## src/rtl/quad_encoder_emulator.sv

```systemverilog
// Quadrature encoder emulator: one A/B detent of 10 phases x T cycles per accepted step, ready only while idle.
// Define QUAD_EMU_BOUNCE_EN to add LFSR contact bounce on the four edge phases (settled value in each phase's last cycle).
module quad_encoder_emulator #(
    parameter int CLOCK_FREQ_MHZ = 100,
    parameter int DELAY_IN_US    = 1
) (
    input  logic clk_i,
    input  logic rst_i,
    input  logic step_valid_i,
    input  logic step_dir_i,
    output logic step_ready_o,
    output logic done_o,
    output logic a_o,
    output logic b_o
);

    localparam int T  = CLOCK_FREQ_MHZ * DELAY_IN_US;
    localparam int CW = $clog2(T);
    localparam logic [CW-1:0] CNT_LAST = CW'(T - 1);

    typedef enum logic {IDLE, RUN} state_t;

    state_t        state_q;
    logic [3:0]    phase_q, phase_d;
    logic [CW-1:0] cnt_q, cnt_d;
    logic          dir_q, dir_d;
    logic          a_q, b_q, a_d, b_d;
    logic          done_q, ready_q;
    logic          phase_end, detent_end;
    logic          lead_d, foll_d;
    logic          bnc0, bnc1;

`ifdef QUAD_EMU_BOUNCE_EN
    logic [15:0] lfsr_q;
    logic        last_d;

    // Free-running in every state so the noise pattern never depends on step timing.
    always_ff @(posedge clk_i or negedge rst_i) begin
        if (!rst_i) begin
            lfsr_q <= 16'hACE1;
        end else begin
            lfsr_q <= {lfsr_q[14:0], lfsr_q[15] ^ lfsr_q[13] ^ lfsr_q[12] ^ lfsr_q[10]};
        end
    end

    assign last_d = (cnt_d == CNT_LAST);
    assign bnc0   = last_d ? 1'b0 : lfsr_q[0];
    assign bnc1   = last_d ? 1'b1 : lfsr_q[0];
`else
    assign bnc0 = 1'b0;
    assign bnc1 = 1'b1;
`endif

    assign phase_end  = (cnt_q == CNT_LAST);
    assign detent_end = (state_q == RUN) && phase_end && (phase_q == 4'd9);

    // Position of the cycle about to be registered; outputs are computed from it so they stay registered.
    always_comb begin
        phase_d = phase_q;
        cnt_d   = cnt_q;
        dir_d   = dir_q;
        if (state_q == IDLE) begin
            phase_d = 4'd0;
            cnt_d   = '0;
            dir_d   = step_dir_i;
        end else if (phase_end) begin
            cnt_d   = '0;
            phase_d = (phase_q == 4'd9) ? 4'd9 : phase_q + 4'd1;
        end else begin
            cnt_d   = cnt_q + 1'b1;
        end
    end

    always_comb begin
        lead_d = 1'b1;
        foll_d = 1'b1;
        case (phase_d)
            4'd0:        begin lead_d = bnc0; foll_d = 1'b1; end
            4'd1, 4'd2:  begin lead_d = 1'b0; foll_d = 1'b1; end
            4'd3:        begin lead_d = 1'b0; foll_d = bnc0; end
            4'd4, 4'd5:  begin lead_d = 1'b0; foll_d = 1'b0; end
            4'd6:        begin lead_d = bnc1; foll_d = 1'b0; end
            4'd7, 4'd8:  begin lead_d = 1'b1; foll_d = 1'b0; end
            4'd9:        begin lead_d = 1'b1; foll_d = bnc1; end
            default:     begin lead_d = 1'b1; foll_d = 1'b1; end
        endcase
        a_d = dir_d ? lead_d : foll_d;
        b_d = dir_d ? foll_d : lead_d;
    end

    always_ff @(posedge clk_i or negedge rst_i) begin
        if (!rst_i) begin
            state_q <= IDLE;
            phase_q <= 4'd0;
            cnt_q   <= '0;
            dir_q   <= 1'b0;
            a_q     <= 1'b1;
            b_q     <= 1'b1;
            done_q  <= 1'b0;
            ready_q <= 1'b1;
        end else begin
            case (state_q)
                IDLE: begin
                    done_q <= 1'b0;
                    if (step_valid_i) begin
                        state_q <= RUN;
                        ready_q <= 1'b0;
                        dir_q   <= dir_d;
                        phase_q <= phase_d;
                        cnt_q   <= cnt_d;
                        a_q     <= a_d;
                        b_q     <= b_d;
                    end
                end
                RUN: begin
                    if (detent_end) begin
                        state_q <= IDLE;
                        ready_q <= 1'b1;
                        done_q  <= 1'b1;
                        phase_q <= 4'd0;
                        cnt_q   <= '0;
                        a_q     <= 1'b1;
                        b_q     <= 1'b1;
                    end else begin
                        phase_q <= phase_d;
                        cnt_q   <= cnt_d;
                        a_q     <= a_d;
                        b_q     <= b_d;
                    end
                end
            endcase
        end
    end

    assign step_ready_o = ready_q;
    assign done_o       = done_q;
    assign a_o          = a_q;
    assign b_o          = b_q;

endmodule
```

## config.mk

```make
export PLATFORM = sky130hd
export DESIGN_NAME = quad_encoder_emulator
export DESIGN_NICKNAME = d
export VERILOG_FILES = /design/src/rtl/quad_encoder_emulator.sv
export SDC_FILE = /design/constraint.sdc
export NUM_CORES = 1
export LEC_CHECK = 0
export CAP_MARGIN = 5
export CORE_UTILIZATION = 60
export CTS_CLUSTER_SIZE = 24
export DETAILED_ROUTE_END_ITERATION = 7
export GPL_ROUTABILITY_DRIVEN = 0
export GPL_TIMING_DRIVEN = 0
export PLACE_DENSITY = 0.9
export SLEW_MARGIN = 15
export SYNTH_ARGS = -nofsm -noshare
export SYNTH_HDL_FRONTEND = slang
export SYNTH_SLANG_ARGS = --single-unit
```

## constraint.sdc

```tcl
create_clock -name clk_i -period 3 [get_ports clk_i]
set_input_delay 0.3 -clock clk_i [delete_from_list [all_inputs] [get_ports clk_i]]
set_output_delay 0.3 -clock clk_i [all_outputs]
set_load 0.01 [all_outputs]
```

### Word-level counts from Yosys, hierarchy flattened

Memory sizes are Yosys's and may differ from the RTL's.
Index checks and enable logic that the tools add are counted.

| cells by class | value |
|---|---|
| add/sub/neg operators | 2 |
| multiply operators | 0 |
| divide/modulo/power cells | 0 |
| magnitude comparators | 0 |
| equal/unequal tests | 4 |
| shifts and indexed selects | 0 |
| multiplexer cells | 27 |
| bitwise operators | 1 |
| reduce and logical (&&, ||, !) cells | 4 |

Operators with widths:

| cell | number |
|---|---|
| 7-bit 2-to-1 mux | 4 |
| 4-bit 2-to-1 mux | 5 |
| 7-bit one-hot mux with 2 select lines | 1 |
| 1-bit 2-to-1 mux | 11 |
| 1-bit one-hot mux with 2 select lines | 5 |
| 4-bit one-hot mux with 2 select lines | 1 |
| 7-bit by 1-bit adder with 7-bit output, second input constant | 1 |
| 7-bit equality test, second input constant | 1 |
| 4-bit by 1-bit adder with 4-bit output, second input constant | 1 |
| 4-bit equality test, second input constant | 1 |
| 2-bit AND reduction | 2 |
| 1-bit logical AND | 2 |
| 2-bit by 1-bit inequality test with 1-bit output, second input constant | 1 |
| 2-bit inequality test, second input constant | 1 |
| 1-bit inverter | 1 |

| word-level totals | value |
|---|---|
| register bits after elaboration | 17 |
| bits in latches | 0 |
| memory bits (writable) | 0 |
| ROM bits | 32 |
| input port bits | 4 |
| memories kept | 1 |

Memory list:

| memory | depth | bits a word | read ports | clocked after memory_dff | write ports | RTL line | source |
|---|---|---|---|---|---|---|---|
| (name not given) | 16 | 2 | 1 | 0 | 0 | 77 | `case (phase_d)` |

### Logic depth before layout (Yosys ltp)

An unclocked memory read counts as a cell.

| depth | value |
|---|---|
| word-level depth | 8 |
| mapped depth | 5 |
| depth with buffers taken out | 5 |

### Worst setup path before layout

OpenSTA, ideal clock, no wires.

| timing path | value |
|---|---|
| path kind | flip-flop to flip-flop |
| start point | register cnt_q[3] |
| end point | register b_q, in the netlist b_o |
| arrival | 1.623 ns |
| data required time | 2.911 ns |
| path slack | 1.288 ns |
| cell stages (with the launch flop) | 6 |
| buffers on the path | 1 |
| period minus slack after synthesis | 1.712 ns |
| path through | dfrtp_1 buf_6 or4b_4 nor3_4 nor3b_1 o32ai_2 |

| between the ends | value |
|---|---|
| cells in the longest elaborated chain, start to end | 7 |
| elaborated cells on any way between the ends | 10 |
| classes of those cells | eq/ne: 1; mux: 6; reduce/logical: 2; memory: 1 |

Ends and longest elaborated chain:

| item | RTL line | source |
|---|---|---|
| start: declaration | 25 | `logic [CW-1:0] cnt_q, cnt_d;` |
| start signal: assignment | 110 | `cnt_q <= cnt_d;` |
| start signal: assignment | 126 | `cnt_q <= cnt_d;` |
| 7-bit equality test * | 54 | `assign phase_end = (cnt_q == CNT_LAST);` |
| 4-bit 2-to-1 mux | 66 | `end else if (phase_end) begin` |
| 4-bit 2-to-1 mux | 62 | `if (state_q == IDLE) begin` |
| memory 16 x 2 bit | -- |  |
| 1-bit 2-to-1 mux | 88 | `b_d = dir_d ? foll_d : lead_d;` |
| 1-bit 2-to-1 mux (on tied branches) | 116, 105 |  |
| 1-bit one-hot mux with 2 select lines * | 102 | `case (state_q)` |
| end signal: assignment | 98 | `b_q <= 1'b1;` |
| end signal: assignment | 112 | `b_q <= b_d;` |
| end signal: assignment | 123 | `b_q <= 1'b1;` |
| end: declaration | 27 | `logic a_q, b_q, a_d, b_d;` |

Mark *: on every way between the ends. The rest lies on a longest branch, timed or not. The select of a mux whose other input is x is not followed.
A chain may end at the register's enable or synchronous reset.

### Final worst setup path

| timing path | value |
|---|---|
| start point | register cnt_q[2] |
| end point | register b_q, in the netlist b_o |

Same word-level chain as after synthesis.

==> out/qor.yml <==
synthDistinctLibCells: 41
crit_type: "reg2reg"
io_pins: 8
hold_viol: 0
worstMarginPinSlew_ns: 0.759
path_cells: "buf_2 > nor4b_4 > nand3_1 > a32o_1 > o32ai_2"
cts_tree: "built"
numClockSinks: 17
drt-initial-drc-count: 27
initial_utilization_pct: 67.2
syn_area_per_cell_um2: 9.14
cp_num_buf_inv: 1
arrival_ns: 2.12
cts.path.max_buffers: 2
antenna_cells: 0
yosysSeqAreaShare_pct: 40.5
fin_cells: 143
wl_per_cell_um: 15.5
synthesis.area_um2: 1060
drtPass1Iterations: 4
final_cell_mix: "dfrtp_1, o21ai_0, nand3_1, nand2_1"
yosysWarnings: 0
insertion_delay_ns: 0.30
port_buffers: 7
cts_setup_buffers: 0
min_period_ns: 1.90
grt_pass1_wl_um: 3680
crit_family: "simple AND/OR/NAND/NOR gates"
worstPathRequired_ns: 3.22
r2r-start: "cnt_q[2]"
num_rows: 14
wl_um: 2220
vias: 900
synth-main-ff-cell: "dfrtp_1"
fin_skew_ns: 0.00337
syn_inst: 116
r2r_setup_slack_ns: 1.10
cap_violations: 0
root_buffer: "clkbuf_4"
asyncSetResetFlopFracSynth_pct: 100
layout_commonest_cell: "dfrtp_1"
reg2reg_depth: 5
preCtsSetupSlack_ns: 1.16
dieArea_um2: 1940
antenna_found_initial: 0
leakage_nw: 0.495
grt_max_degree: 18
hold_ws_ns: 0.428
holdBufCountCts: 0
slowest_stage: "nor4b_4"
end_kind: "register"
rsz0062_at_grt: "no"
finalMaxSlewViolations: 0
syn2layout_area_growth_pct: 11.3
drive_gt1_share_pct: 15.0
fmax_mhz: 526
dieHeight_um: 44.0
fin_tns_setup_ns: 0
crit_fanout: 10
drc: 0
max_stage_delay_ns: 0.40
setup_viol: 0
numCtsBuffers: 3
worst_slack_ns: 1.10
place_hpwl_um: 1530
worstHoldPathType: "in2async"
irDropWorstVdd_mv: 0.728
overflow: 0
powerDensity_nw_per_um2: 692
track_usage_pct: 26.1
grt_pass1_vias: 879
slew_headroom_pct: 49.2
clk_pin_slew_ns: 0.12
synth_edf_count: 0
r2r_end: "b_o"
crit_path_start_kind: "register"
antenna_left: 0
fp.dieW_um: 44.0
synth.net_count: 121
h-tree-depth: 1
fin_crit_sh_pct: 63.3
vias_per_cell: 6.29
core-area_um2: 1580
cts_resized: 0
dp_cells: 139
ys_ff_latch: 17
fin_nets: 133
status: "complete, no violations"
==> worst max-delay path by stage <==
| stage | from | endpoint | slack (ns) | depth (start not counted) |
|---|---|---|---|---|
| 2_1_floorplan | cnt_q[3] | b_o | 1.29 | 5 |
| 3_3_place_gp | cnt_q[3] | b_o | 1.16 | 5 |
| 3_5_place_dp | cnt_q[2] | b_o | 1.16 | 5 |
| 4_1_cts | cnt_q[2] | b_o | 1.13 | 5 |
| 5_1_grt | cnt_q[2] | b_o | 1.01 | 5 |
| 6_report | cnt_q[2] | b_o | 1.10 | 5 |
==> where the power goes <==
part	total [mW]	leakage (nW)	internal [mW]	switching (mW)
Sequential	0.343	0.205	0.296	0.0468
Combinational	0.337	0.276	0.154	0.183
Clock	0.136	0.0139	0.0508	0.0853
Total	0.817	0.495	0.501	0.315
==> stage by stage <==
step / utilization (%) / instance area (um^2) / total power, mW
2_1_floorplan: - / 1060 / 0.598
3_3_place_gp: 72.9 / 1150 / 0.658
3_5_place_dp: 72.9 / 1150 / 0.680
4_1_cts: 74.8 / 1180 / 0.810
5_1_grt: 74.8 / 1180 / 0.866
6_report: 74.8 / 1180 / 0.817
==> logic make-up (layout without fill, tap and decap cells) <==
kind of cell / count (synthesis) / after routing / share of synthesized area [%]
compound gates: 32 / 32 / 19.7
xor+xnor: 4 / 4 / 3.31
fa+ha+maj: 1 / 1 / 1.18
buf+inv: 14 / 25 / 7.56
flops: 17 / 17 / 40.5
mux: 1 / 1 / 0.945
simple gates: 47 / 47 / 26.8
==> state kept, by name, indices dropped and copies added, names as in the netlist <==
name / count
step_ready_o: 1
a_o: 1
done_o: 1
dir_q: 1
phase_q: 4
cnt_q: 7
b_o: 1
state_q: 1
==> layer usage <==
metal	global-route usage [%]	wire (um)	share of wire, %	vias to the layer above
met4	10.9	21	0.95	0
met5	0	0	0	-
met1	33.1	1010	46	432
met3	6.12	113	5.1	4
li1	-	-	-	436
met2	42.9	1070	48	28
==> cell usage after synthesis (2+ instances only) <==
| cell type | instances | area [um^2] |
|---|---|---|
| and3_1 | 2 | 12.5 |
| nand2_1 | 10 | 37.5 |
| dfrtp_1 | 14 | 350 |
| clkbuf_1 | 3 | 11.3 |
| a211oi_1 | 2 | 15.0 |
| nor3b_1 | 3 | 22.5 |
| inv_1 | 5 | 18.8 |
| nand3_1 | 10 | 50.1 |
| nor2_1 | 7 | 26.3 |
| a21oi_1 | 5 | 25.0 |
| buf_6 | 2 | 22.5 |
| buf_4 | 3 | 22.5 |
| a22o_1 | 2 | 17.5 |
| nor2b_1 | 3 | 18.8 |
| o22ai_1 | 2 | 12.5 |
| dfstp_2 | 3 | 78.8 |
| a21o_1 | 2 | 15.0 |
| xor2_1 | 2 | 17.5 |
| xnor2_1 | 2 | 17.5 |
| a31oi_1 | 2 | 12.5 |
| o21ai_0 | 12 | 60.1 |
==> cell type report <==
class | instances | area [um^2]
buffer | 9 | 61.3
timing repair buffer | 7 | 70.1
inverter | 5 | 18.8
multi-input combinational | 85 | 551
clock inverter | 1 | 7.51
clock buffer | 3 | 22.5
sequential | 17 | 429
fill | 112 | 397
tap | 16 | 20.0
Note: power is estimated with default switching activity, not from simulation.
